## config.mk

```make
export PLATFORM = sky130hd
export DESIGN_NAME = facto_master
export DESIGN_NICKNAME = d
export VERILOG_FILES = /design/src/rtl/facto_master.sv
export SDC_FILE = /design/constraint.sdc
export NUM_CORES = 1
export LEC_CHECK = 0
export CAP_MARGIN = 20
export CORE_MARGIN = 1.5
export CORE_UTILIZATION = 40
export CTS_BUF_LIST = sky130_fd_sc_hd__clkbuf_16
export DETAILED_ROUTE_END_ITERATION = 10
export DONT_BUFFER_PORTS = 1
export GPL_TIMING_DRIVEN = 0
export PLACE_DENSITY_LB_ADDON = 0.12
export SYNTH_ARGS = -nofsm -noshare
export SYNTH_HDL_FRONTEND = slang
export SYNTH_SLANG_ARGS = --single-unit
```

## constraint.sdc

```tcl
create_clock -name clk -period 9.4 [get_ports clk]
set_input_delay 2.82 -clock clk [delete_from_list [all_inputs] [get_ports clk]]
set_output_delay 2.82 -clock clk [all_outputs]
set_load 0.02 [all_outputs]
```

## src/rtl/facto_master.sv

```systemverilog
// Bus master that runs one factorial job on the memory-mapped factorial core
// and stores the 128-bit result into RAM as two consecutive 64-bit words.
module facto_master #(
  parameter logic [15:0] FACTO_BASE = 16'h7000,
  parameter int unsigned TIMEOUT    = 4096
) (
  input  logic          clk,
  input  logic          reset_n,
  input  logic          start,
  input  logic [63:0]   operand,
  input  logic [15:0]   dst_addr,
  output logic          busy,
  output logic          done,
  output logic          err,
  output logic [127:0]  result,
  output logic          m_req,
  output logic          m_wr,
  output logic [15:0]   m_addr,
  output logic [63:0]   m_dout,
  input  logic          m_grant,
  input  logic [63:0]   m_din,
  input  logic          interrupt
);

  localparam logic [15:0] ADDR_OPSTART  = FACTO_BASE + 16'h0000;
  localparam logic [15:0] ADDR_OPCLEAR  = FACTO_BASE + 16'h0008;
  localparam logic [15:0] ADDR_INTREN   = FACTO_BASE + 16'h0018;
  localparam logic [15:0] ADDR_OPERAND  = FACTO_BASE + 16'h0020;
  localparam logic [15:0] ADDR_RESULT_H = FACTO_BASE + 16'h0028;
  localparam logic [15:0] ADDR_RESULT_L = FACTO_BASE + 16'h0030;

  typedef enum logic [3:0] {
    IDLE, REQ1, W_INTEN, W_OPND, W_START, WAIT_INT, REQ2, R_HI, C_HI,
    R_LO, C_LO, W_RAM_HI, W_RAM_LO, W_CLR, DONE
  } state_e;

  state_e         state_q, state_d;
  logic [63:0]    operand_q, operand_d;
  logic [15:0]    dst_q, dst_d;
  logic [127:0]   result_q, result_d;
  logic [31:0]    cnt_q, cnt_d;
  logic           err_q, err_d;
  logic           timed_out_q, timed_out_d;
  logic           busy_q, busy_d;
  logic           done_q, done_d;
  logic           m_req_q, m_req_d;
  logic           m_wr_q, m_wr_d;
  logic [15:0]    m_addr_q, m_addr_d;
  logic [63:0]    m_dout_q, m_dout_d;

  // Next-state and captured-data logic; every bus state stalls while grant is low.
  always_comb begin
    state_d     = state_q;
    operand_d   = operand_q;
    dst_d       = dst_q;
    result_d    = result_q;
    cnt_d       = cnt_q;
    err_d       = err_q;
    timed_out_d = timed_out_q;
    case (state_q)
      IDLE: begin
        if (start) begin
          operand_d   = operand;
          dst_d       = dst_addr;
          err_d       = 1'b0;
          timed_out_d = 1'b0;
          cnt_d       = '0;
          state_d     = REQ1;
        end
      end
      REQ1:     if (m_grant) state_d = W_INTEN;
      W_INTEN:  if (m_grant) state_d = W_OPND;
      W_OPND:   if (m_grant) state_d = W_START;
      W_START: begin
        if (m_grant) begin
          cnt_d   = '0;
          state_d = WAIT_INT;
        end
      end
      WAIT_INT: begin
        cnt_d = cnt_q + 32'd1;
        if (interrupt) begin
          state_d = REQ2;
        end else if (cnt_q + 32'd1 == TIMEOUT) begin
          err_d       = 1'b1;
          timed_out_d = 1'b1;
          state_d     = REQ2;
        end
      end
      REQ2:     if (m_grant) state_d = timed_out_q ? W_CLR : R_HI;
      R_HI:     if (m_grant) state_d = C_HI;
      C_HI: begin
        if (m_grant) begin
          result_d[127:64] = m_din;
          state_d          = R_LO;
        end
      end
      R_LO:     if (m_grant) state_d = C_LO;
      C_LO: begin
        if (m_grant) begin
          result_d[63:0] = m_din;
          state_d        = W_RAM_HI;
        end
      end
      W_RAM_HI: if (m_grant) state_d = W_RAM_LO;
      W_RAM_LO: if (m_grant) state_d = W_CLR;
      W_CLR:    if (m_grant) state_d = DONE;
      DONE:     state_d = IDLE;
      default:  state_d = IDLE;
    endcase
  end

  // Outputs are decoded from the upcoming state so the registered copies line up with it.
  always_comb begin
    busy_d   = (state_d != IDLE);
    done_d   = (state_d == DONE);
    m_req_d  = !(state_d inside {IDLE, WAIT_INT, DONE});
    m_wr_d   = 1'b0;
    m_addr_d = '0;
    m_dout_d = '0;
    case (state_d)
      W_INTEN: begin
        m_wr_d = 1'b1; m_addr_d = ADDR_INTREN;  m_dout_d = 64'h1;
      end
      W_OPND: begin
        m_wr_d = 1'b1; m_addr_d = ADDR_OPERAND; m_dout_d = operand_d;
      end
      W_START: begin
        m_wr_d = 1'b1; m_addr_d = ADDR_OPSTART; m_dout_d = 64'h1;
      end
      R_HI, C_HI: m_addr_d = ADDR_RESULT_H;
      R_LO, C_LO: m_addr_d = ADDR_RESULT_L;
      W_RAM_HI: begin
        m_wr_d = 1'b1; m_addr_d = dst_d;         m_dout_d = result_d[127:64];
      end
      W_RAM_LO: begin
        m_wr_d = 1'b1; m_addr_d = dst_d + 16'd1; m_dout_d = result_d[63:0];
      end
      W_CLR: begin
        m_wr_d = 1'b1; m_addr_d = ADDR_OPCLEAR; m_dout_d = 64'h1;
      end
      default: ;
    endcase
  end

  always_ff @(posedge clk or negedge reset_n) begin
    if (!reset_n) begin
      state_q     <= IDLE;
      operand_q   <= '0;
      dst_q       <= '0;
      result_q    <= '0;
      cnt_q       <= '0;
      err_q       <= 1'b0;
      timed_out_q <= 1'b0;
      busy_q      <= 1'b0;
      done_q      <= 1'b0;
      m_req_q     <= 1'b0;
      m_wr_q      <= 1'b0;
      m_addr_q    <= '0;
      m_dout_q    <= '0;
    end else begin
      state_q     <= state_d;
      operand_q   <= operand_d;
      dst_q       <= dst_d;
      result_q    <= result_d;
      cnt_q       <= cnt_d;
      err_q       <= err_d;
      timed_out_q <= timed_out_d;
      busy_q      <= busy_d;
      done_q      <= done_d;
      m_req_q     <= m_req_d;
      m_wr_q      <= m_wr_d;
      m_addr_q    <= m_addr_d;
      m_dout_q    <= m_dout_d;
    end
  end

  assign busy   = busy_q;
  assign done   = done_q;
  assign err    = err_q;
  assign result = result_q;
  assign m_req  = m_req_q;
  assign m_wr   = m_wr_q;
  assign m_addr = m_addr_q;
  assign m_dout = m_dout_q;

endmodule

```

==> summary.md, run 1 <==
| Metric | Value |
|---|---|
| Status | finished, final reports clean |
| Synth Flop Type | dfrtp_1 |
| Critical Path End Type | register |
| Max Buffers Root-to-Sink | 3 |
| Placed Cells | 1812 |
| Antenna diode count | 0 |
| First-pass GRT wire length | 67300 um |
| Pre-CTS setup slack | 1.414 ns |
| Post-DP HPWL | 32090 um |
| CP Launch Type | input pin |
| Post-Syn Area | 0.01421 mm^2 |
| Async S/R FF share, synth | 100.0% |
| Worst VDD drop | 0.1888 mV |
| Floorplan row count | 68 |
| Nets | 1547 |
| Worst slew pin tran | 1.102 ns |
| Slew Limit Fails | 0 |
| Clock share of power | 25.3% |
| CP required | 9.80 ns |
| Mux share of post-synthesis cell area | 11.29% |
| Main combinational cell family by area after synthesis | simple AND/OR/NAND/NOR gates |
| Synth Area in Compound Gates | 9.036% |
| CTS H-tree depth | 2 |
| Reg2reg setup slack | 3.57 ns |
| CTS tree | done |
| Cells after Synth | 1354 |
| Switching Fraction | 40.73% |
| P&R area growth vs syn | 12.74% |
| RD Place Congestion | 0.9066 |
| Net Count, Synth | 1505 |
| Sequential-to-total area share from yosys stat | 57.95% |
| Max_slew headroom | 26.54% |
| Starting Density | 40.92% |
| Resized cells post-CTS | 0 |
| Worst Hold Depth | 2 |
| Via/cell ratio | 5.480 |
| Setup ws final | 1.945 ns |
| Post-layout min period | 7.455 ns |
| Most frequent cells in the layout | 381 x nand2_1, 329 x dfrtp_1, 130 x mux2_2 |
| # clock sinks | 329 |
| Vias | 10280 |
| Leakage | 7.551 nW |
| Max Clk Rate | 134.1 MHz |
| # port buffers | 0 |
| Vias in the first global route | 10550 |
| Post-Route WL | 45460 um |
| Die Footprint | 0.03666 mm^2 |
| Crit path launch | start |
| Hold path start | operand_q[10] |
| Initial antenna violation count | 0 |
| XOR/XNOR share of the synthesized area | 1.233% |
| Worst r2r dst | m_addr[14] |
| Initial drt markers | 621 |
| Worst reg-to-reg path cell count | 17 |
| Arr. time, crit path | 7.86 ns |
| Final worst-path cycle share | 79.31% |
| Total grt overflow | 0 |
| Final setup TNS | 0 ns |
| Share of layout cells above drive strength 1 | 16.05% |
| Syn. warnings | 0 |
| Max Cap Violations | 0 |
| Hold/Removal Path Class | register to register |
| I/O pin cnt | 362 |
| Post-synthesis cell type count | 59 |
| Clk root buf | clkbuf_16 |
| Hold-fix buffers, CTS | 0 |
| Num CTS Buffers | 37 |
| Setup Buffers After CTS | 0 |
| Combinational Power Share | 25.6% |
| Crit Path Max Fanout | 10 |
| EDFF count, synth | 0 |
| RR Startpoint | state_q[0] |
| Die Height | 191.5 um |
| Crit path kind | input pin to register |
| Internal power | 3.385 mW |
| Tot GR Track Use | 24.71% |
| Post-Syn Area per Cell | 10.49 um^2 |
| Worst-path clk slew | 0.06 ns |
| Total Power | 5.711 mW |
| Worst Skew | 0.01690 ns |
| Skew-Pair Late Insertion Delay | 0.54 ns |
| RSZ-0062 raised after global routing | false |
| # setup viols final | 0 |
| Core area | 0.03471 mm^2 |
| Area share of and/or/nand/nor cells after synthesis | 17.29% |
| Post-synthesis adder-cell area fraction | 0.1761% |
| Endpoint, Worst Hold | operand_q[10] |
| NetSw | 2.326 mW |
| # DRC | 0 |
| Pwr dens | 356.6 mW/mm^2 |
| Finished Layout Cells | 1876 |
| Sequential fraction of design power | 49.1% |
| Die width | 191.5 um |
| Hold Fails Final Rpt | 0 |
| Initial DRT Pass Iterations | 5 |
| Post-route ant nets | 0 |
| Register bit total from synthesis | 329 |
| Routed length per instance | 24.23 um |
| Largest net degree at the start of global routing | 330 |
| Commonest non-fill, non-tap cell in the layout | nand2_1 |
## registers in the layout, summed over array words and instances (netlist names)
register and count:
result 128, m_dout 64, operand_q 64, cnt_q 32, dst_q 16, m_addr 16
state_q 4, busy 1, done 1, m_req 1, m_wr 1, timed_out_q 1
## cells in the mapped netlist, types with 2 or more instances
cell,number,share of area (%)
xnor2_1,9,0.55
nor3_1,11,0.39
o211ai_1,2,0.11
a22oi_1,66,3.5
nand4b_1,2,0.12
a211oi_1,4,0.21
ha_1,2,0.18
o21ai_0,70,2.5
and4_1,4,0.25
mux2_2,130,10
a21o_1,2,0.11
nor2_1,53,1.4
o21ba_2,2,0.14
dfrtp_1,329,58
nor4_1,4,0.18
xor2_1,11,0.68
o2111ai_1,2,0.12
and3_1,10,0.44
nand2_1,381,10
o221ai_1,3,0.18
mux2i_1,14,0.99
nand3_1,29,1.0
nor2b_1,5,0.22
or3_1,7,0.31
a21oi_1,16,0.56
or2_2,6,0.26
nor4_2,2,0.18
o31ai_1,10,0.53
nor4b_1,2,0.12
buf_2,25,0.88
a22o_1,2,0.12
and2_1,7,0.31
clkbuf_1,59,1.6
a31oi_1,9,0.40
inv_1,16,0.42
buf_1,3,0.079
nor4_4,2,0.30
nand4_1,18,0.79
nand2b_1,5,0.22
## per-stage QoR
stage | util (%) | area (um^2) | hold slack (ns)
detailed placement | 42.69 | 14820 | 0.4597
CTS | 46.14 | 16020 | 0.4725
global placement | 42.56 | 14780 | 0.4558
finish | 46.14 | 16020 | 0.4716
global route | 46.14 | 16020 | 0.4908
floorplan | - | 14210 | 0.4410
## worst max-delay path, cell delays in order
cell and delay, ns:
or3b_1 0.32, clkbuf_1 0.18, nor2_4 0.33, clkbuf_1 0.63
clkbuf_1 0.84, buf_1 0.61, nand2_1 0.11, nand2_1 0.14
ha_1 0.24, nor4b_1 0.57, nand3_1 0.24, nor2_1 0.21
and2_1 0.23, a31oi_1 0.09, o21ai_0 0.15, o311ai_1 0.13
## cell type report
cell class                      count  area [um^2]
Multi-Input combinational cell    921         5544
Timing Repair Buffer                3        45.04
Clock inverter                     26        244.0
Inverter                           16        60.06
Sequential cell                   329         8233
Clock buffer                       38        950.9
Fill cell                        3315        18700
Buffer                             88        369.1
Tap cell                          455        569.3
## worst max-delay path by stage
stage / endpoint / depth (start not counted)
floorplan: m_addr[14] / 16
detailed placement: m_addr[14] / 16
global route: m_addr[14] / 16
CTS: m_addr[14] / 16
finish: m_addr[14] / 16
global placement: m_addr[14] / 16
## per-layer routing
metal / global-route usage, % / vias up / wire length, um
li1: - / 4719 / -
met1: 31.67 / 5133 / 18990
met2: 39.86 / 369 / 21390
met3: 7.582 / 60 / 3894
met4: 7.873 / 0 / 1187
met5: 0 / - / 0
## power by group through the flow
stage / clock network [mW] / logic, mW / registers (mW)
2_1_floorplan: 0 / 1.08 / 2.68
3_3_place_gp: 0 / 1.44 / 2.83
3_5_place_dp: 0 / 1.46 / 2.83
4_1_cts: 1.48 / 1.47 / 2.81
5_1_grt: 1.54 / 1.65 / 2.87
6_report: 1.44 / 1.46 / 2.81
## logic make-up after synthesis
| logic type | after synthesis |
|---|---|
| compound gates | 197 |
| buf+inv | 104 |
| flops | 329 |
| simple gates | 558 |
| mux | 144 |
| fa+ha+maj | 2 |
| xor+xnor | 20 |
No activity file was read; power rests on OpenSTA's default activity.
==> run 2, diff against run 1 <==
==> constraint.sdc (replaced) <==
create_clock -name clk -period 6.85 [get_ports clk]
set_input_delay 2.055 -clock clk [delete_from_list [all_inputs] [get_ports clk]]
set_output_delay 2.055 -clock clk [all_outputs]
set_load 0.02 [all_outputs]
==> run 2 against run 1 <==
Sequential share of layout area about the same. Register-to-register slack got worse by 2.2 ns. Final cell count unchanged. Via count about the same. Global-route usage unchanged. Design area about the same. Combinational power increased by 38%. First-iteration DRC count increased by 0.32%. Sequential power increased by 37%.
==> summary.md, run 2 (synthesis results as in run 1) <==
| Metric | Value |
|---|---|
| CP required | 7.25 ns |
| Vias | 10280 |
| I/O pin cnt | 362 |
| Commonest non-fill, non-tap cell in the layout | nand2_1 |
| Status | finished, final reports clean |
| Max_slew headroom | 26.54% |
| Worst reg-to-reg path cell count | 17 |
| CTS tree | done |
| RD Place Congestion | 0.9066 |
| Hold/Removal Path Class | register to register |
| Leakage | 7.555 nW |
| Total Power | 7.838 mW |
| Finished Layout Cells | 1876 |
| Worst r2r dst | m_addr[14] |
| Worst Hold Depth | 2 |
| Hold Fails Final Rpt | 0 |
| Tot GR Track Use | 24.71% |
| Pwr dens | 489.3 mW/mm^2 |
| Most frequent cells in the layout | 381 x nand2_1, 329 x dfrtp_1, 130 x mux2_2 |
| Util after Layout | 46.14% |
| Vias in the first global route | 10550 |
| CP Launch Type | input pin |
| Post-Route WL | 45450 um |
| Max Cap Violations | 0 |
| Crit path kind | input pin to register |
| Hold path start | operand_q[10] |
| Worst VDD drop | 0.2591 mV |
| Initial DRT Pass Iterations | 5 |
| Skew-Pair Late Insertion Delay | 0.54 ns |
| Max Clk Rate | 156.9 MHz |
| Hold Slack | 0.4716 ns |
| Clk root buf | clkbuf_16 |
| Final worst-path cycle share | 93.04% |
| # port buffers | 0 |
| Pre-CTS setup slack | -0.3711 ns |
| P&R area growth vs syn | 12.74% |
| Setup ws final | 0.4769 ns |
| Post-DP HPWL | 32090 um |
| Post-layout min period | 6.373 ns |
| Die Footprint | 0.03666 mm^2 |
| Floorplan row count | 68 |
| Crit-path cells | or3b_1 > clkbuf_1 > nor2_4 > clkbuf_1 > clkbuf_2 > buf_1 > nand2_1 > nand2_1 > ha_1 > nor4b_1 > nand3_1 > nor2_1 > and2_1 > a31oi_1 > o21ai_0 > o311ai_1 |
| Reg2reg setup slack | 1.34 ns |
| FILL cells | 3314 |
| Initial drt markers | 623 |
| Max reg flops | 128 |
| Via/cell ratio | 5.482 |
| Placed Cells | 1812 |
| Die Height | 191.5 um |
| Antenna diode count | 0 |
| Final setup TNS | 0 ns |
| Share of layout cells above drive strength 1 | 16.12% |
| # setup viols final | 0 |
| Worst Skew | 0.01691 ns |
| Largest net degree at the start of global routing | 330 |
| Endpoint, Worst Hold | operand_q[10] |
| Worst path slowest cell | clkbuf_1 |
| Crit Path Max Fanout | 10 |
| Dpl cell area | 0.01482 mm^2 |
| Fin area | 0.01602 mm^2 |
| Worst-path clk slew | 0.06 ns |
| Routed length per instance | 24.23 um |
| RSZ-0062 raised after global routing | false |
| Critical Path End Type | register |
| First-pass GRT wire length | 67300 um |
| Area occupied by multi-input gates | 0.005544 mm^2 |
| Die width | 191.5 um |
| Total grt overflow | 0 |
| Nets | 1547 |
| CTS H-tree depth | 2 |
| Initial antenna violation count | 0 |
| # DRC | 0 |
| Num CTS Buffers | 37 |
| Worst slew pin tran | 1.102 ns |
| Slowest cell delay on critical path | 0.63 ns |
| Post-route ant nets | 0 |
| Register area | 0.008233 mm^2 |
| Arr. time, crit path | 6.77 ns |
| Starting Density | 40.92% |
| Crit path launch | start |
| Slew Limit Fails | 0 |
| Core area | 0.03471 mm^2 |
| # clock sinks | 329 |
| Max Buffers Root-to-Sink | 3 |
| RR Startpoint | state_q[0] |
run 2: routing by layer:
metal  up-vias  global-route usage (%)  part of all wire (%)  routed length, um
met3        60                   7.582                   8.6               3894
met1      5136                   31.67                    42              18980
met5         -                       0                     0                  0
met4         0                   7.873                   2.6               1187
met2       369                   39.86                    47              21400
li1       4719                       -                     -                  -
run 2: repair_timing:
item,in CTS,in global routing
endpoints found under the setup margin,0,2
resized for setup,0,3
buffers inserted,0,0
hold buffers,0,0
run 2: power breakdown:
group          internal (mW)  leakage, nW  total, mW  switching [mW]
registers               2.71         4.23       3.85            1.14
clock network           1.16        0.616       1.98           0.818
logic                  0.774         2.71       2.01            1.23
total                   4.65         7.55       7.84            3.19
run 2: worst max path at each step:
stage	end
finish	m_addr[14]
detailed placement	m_addr[14]
floorplan	m_addr[14]
global route	m_addr[14]
CTS	m_addr[14]
global placement	m_addr[14]
run 2: worst max-delay path: cells and delay by family:
family | cells | cell delay (ns)
compound gates | 3 | 0.37
simple gates | 8 | 2.15
buf+inv | 4 | 1.94
fa+ha+maj | 1 | 0.24
run 2: cell type report:
type | instances | area share, %
sequential | 329 | 51.40
timing repair buffer | 3 | 0.2812
clock inverter | 26 | 1.523
inverter | 16 | 0.3750
clock buffer | 38 | 5.937
multi-input combinational | 921 | 34.61
buffer | 88 | 2.312
tap | 455 | 3.554
==> run 3, diff against run 2 <==
--- a/config.mk
+++ b/config.mk
@@ -12,7 +12,7 @@
 export DETAILED_ROUTE_END_ITERATION = 10
 export DONT_BUFFER_PORTS = 1
 export GPL_TIMING_DRIVEN = 0
-export PLACE_DENSITY_LB_ADDON = 0.12
+export PLACE_DENSITY = 0.58
 export SYNTH_ARGS = -nofsm -noshare
 export SYNTH_HDL_FRONTEND = slang
 export SYNTH_SLANG_ARGS = --single-unit
==> run 3 against run 2 <==
Final cell count about the same. Via count increased by 1.9%. Worst setup slack improved by 0.064 ns. Hold slack improved by 0.0028 ns. Critical endpoint unchanged.
==> summary.md, run 3 (synthesis results as in run 1) <==
| Metric | Value |
|---|---|
| Most frequent cells in the layout | 381 x nand2_1, 329 x dfrtp_1, 130 x mux2_2 |
| Placed Cells | 1813 |
| Share of layout cells above drive strength 1 | 15.94% |
| RR Startpoint | state_q[2] |
| Endpoint, Worst Hold | operand_q[52] |
| Worst r2r dst | m_addr[14] |
| Vias in the first global route | 10560 |
| Post-Route WL | 46350 um |
| Max Clk Rate | 158.5 MHz |
| Core area | 0.03471 mm^2 |
| Hold/Removal Path Class | register to register |
| Fin area | 0.01593 mm^2 |
| Die width | 191.5 um |
| # DRC | 0 |
| Util after Layout | 45.89% |
| CP required | 7.25 ns |
| Post-layout min period | 6.309 ns |
| Tot GR Track Use | 25.03% |
| # setup viols final | 0 |
| Largest net degree at the start of global routing | 330 |
| P&R area growth vs syn | 12.15% |
| Skew-Pair Late Insertion Delay | 0.54 ns |
| Status | finished, final reports clean |
| Hold Fails Final Rpt | 0 |
| Critical Path End Type | register |
| Post-DP HPWL | 32930 um |
| Nets | 1546 |
| Initial antenna violation count | 3 |
| Initial drt markers | 719 |
| RD Place Congestion | 0.9144 |
| Die Height | 191.5 um |
| CTS tree | done |
| Max Buffers Root-to-Sink | 3 |
| Pwr dens | 486.3 mW/mm^2 |
| Crit path kind | input pin to register |
| # clock sinks | 329 |
| Vias | 10480 |
| Leakage | 7.513 nW |
| Reg2reg setup slack | 1.39 ns |
| Post-route ant nets | 0 |
| Starting Density | 40.92% |
| Dpl cell area | 0.01484 mm^2 |
| Initial DRT Pass Iterations | 5 |
| Die Footprint | 0.03666 mm^2 |
| Worst VDD drop | 0.2313 mV |
| Final worst-path cycle share | 92.10% |
| Total Power | 7.747 mW |
| # port buffers | 0 |
| CTS H-tree depth | 2 |
| Max reg flops | 128 |
| Worst-path clk slew | 0.06 ns |
| Hold-fix buffers, CTS | 0 |
| I/O pin cnt | 362 |
| Crit Path Max Fanout | 19 |
| Slew Limit Fails | 0 |
| CP Launch Type | input pin |
| Setup Buffers After CTS | 0 |
| FILL cells | 3335 |
| Arr. time, crit path | 6.71 ns |
| Via/cell ratio | 5.590 |
| First-pass GRT wire length | 67610 um |
| Hold path start | operand_q[52] |
| Total grt overflow | 0 |
| Worst Hold Depth | 2 |
| Max_slew headroom | 11.61% |
| Worst reg-to-reg path cell count | 16 |
| Worst Skew | 0.008625 ns |
| Clk root buf | clkbuf_16 |
| RSZ-0062 raised after global routing | false |
| Floorplan row count | 68 |
| Routed length per instance | 24.72 um |
| Num CTS Buffers | 36 |
| Resized cells post-CTS | 0 |
| Max Cap Violations | 0 |
| Worst slew pin tran | 1.326 ns |
| Finished Layout Cells | 1875 |
| Commonest non-fill, non-tap cell in the layout | nand2_1 |
==> run 3: area by class of cell <==
cell class	instances	area [um^2]	area share (%)
diodes	2	5.005	0.03141
plain buffers	87	365.4	2.293
clock buffers	36	900.9	5.655
clock inverters	25	193.9	1.217
inverters	16	60.06	0.3770
multi-input cells	921	5544	34.80
flip-flops and latches	329	8233	51.68
well taps	455	569.3	3.573
repair buffers	4	60.06	0.3770
==> run 3: through the flow <==
stage	hold slack, ns	setup slack (ns)	setup TNS, ns
after floorplan	0.4410	1.385	0
after global placement	0.4546	-0.4744	-0.9956
after detailed placement	0.4596	-0.5316	-1.138
after CTS	0.4738	0.01129	0
after global routing	0.4899	0.1461	0
final	0.4743	0.5412	0
==> run 3: where the power goes <==
group,switching (mW),total [mW],internal (mW)
Sequential,1.15,3.86,2.71
Combinational,1.28,2.05,0.776
Clock,0.802,1.84,1.04
Total,3.22,7.75,4.52
==> run 3: routing by layer <==
layer	global-route usage [%]	vias to the layer above	part of all wire, %
met5	0	-	0.028
met1	32.12	5276	41
met4	8.173	2	3.0
met3	7.490	73	8.5
met2	40.40	396	47
li1	-	4734	-
==> run 3: worst max-delay path by stage <==
stage,from,end,slack (ns),cells past startpoint
floorplan,start,m_addr[14],1.39,16
global placement,start,m_addr[14],-0.47,16
detailed placement,start,m_addr[14],-0.53,16
CTS,start,m_addr[14],0.01,16
global route,start,m_addr[14],0.15,15
finish,start,m_addr[14],0.54,15
==> run 3: worst max-delay path: stages <==
cell	delay, ns
or3b_1	0.33
clkbuf_1	0.16
nor2_4	0.65
clkbuf_1	0.64
buf_1	0.62
nand2_1	0.11
nand2_1	0.14
ha_1	0.29
nor4b_1	0.51
nand3_1	0.21
nor2_1	0.23
and2_1	0.30
a31oi_1	0.13
o21ai_0	0.17
o311ai_1	0.11
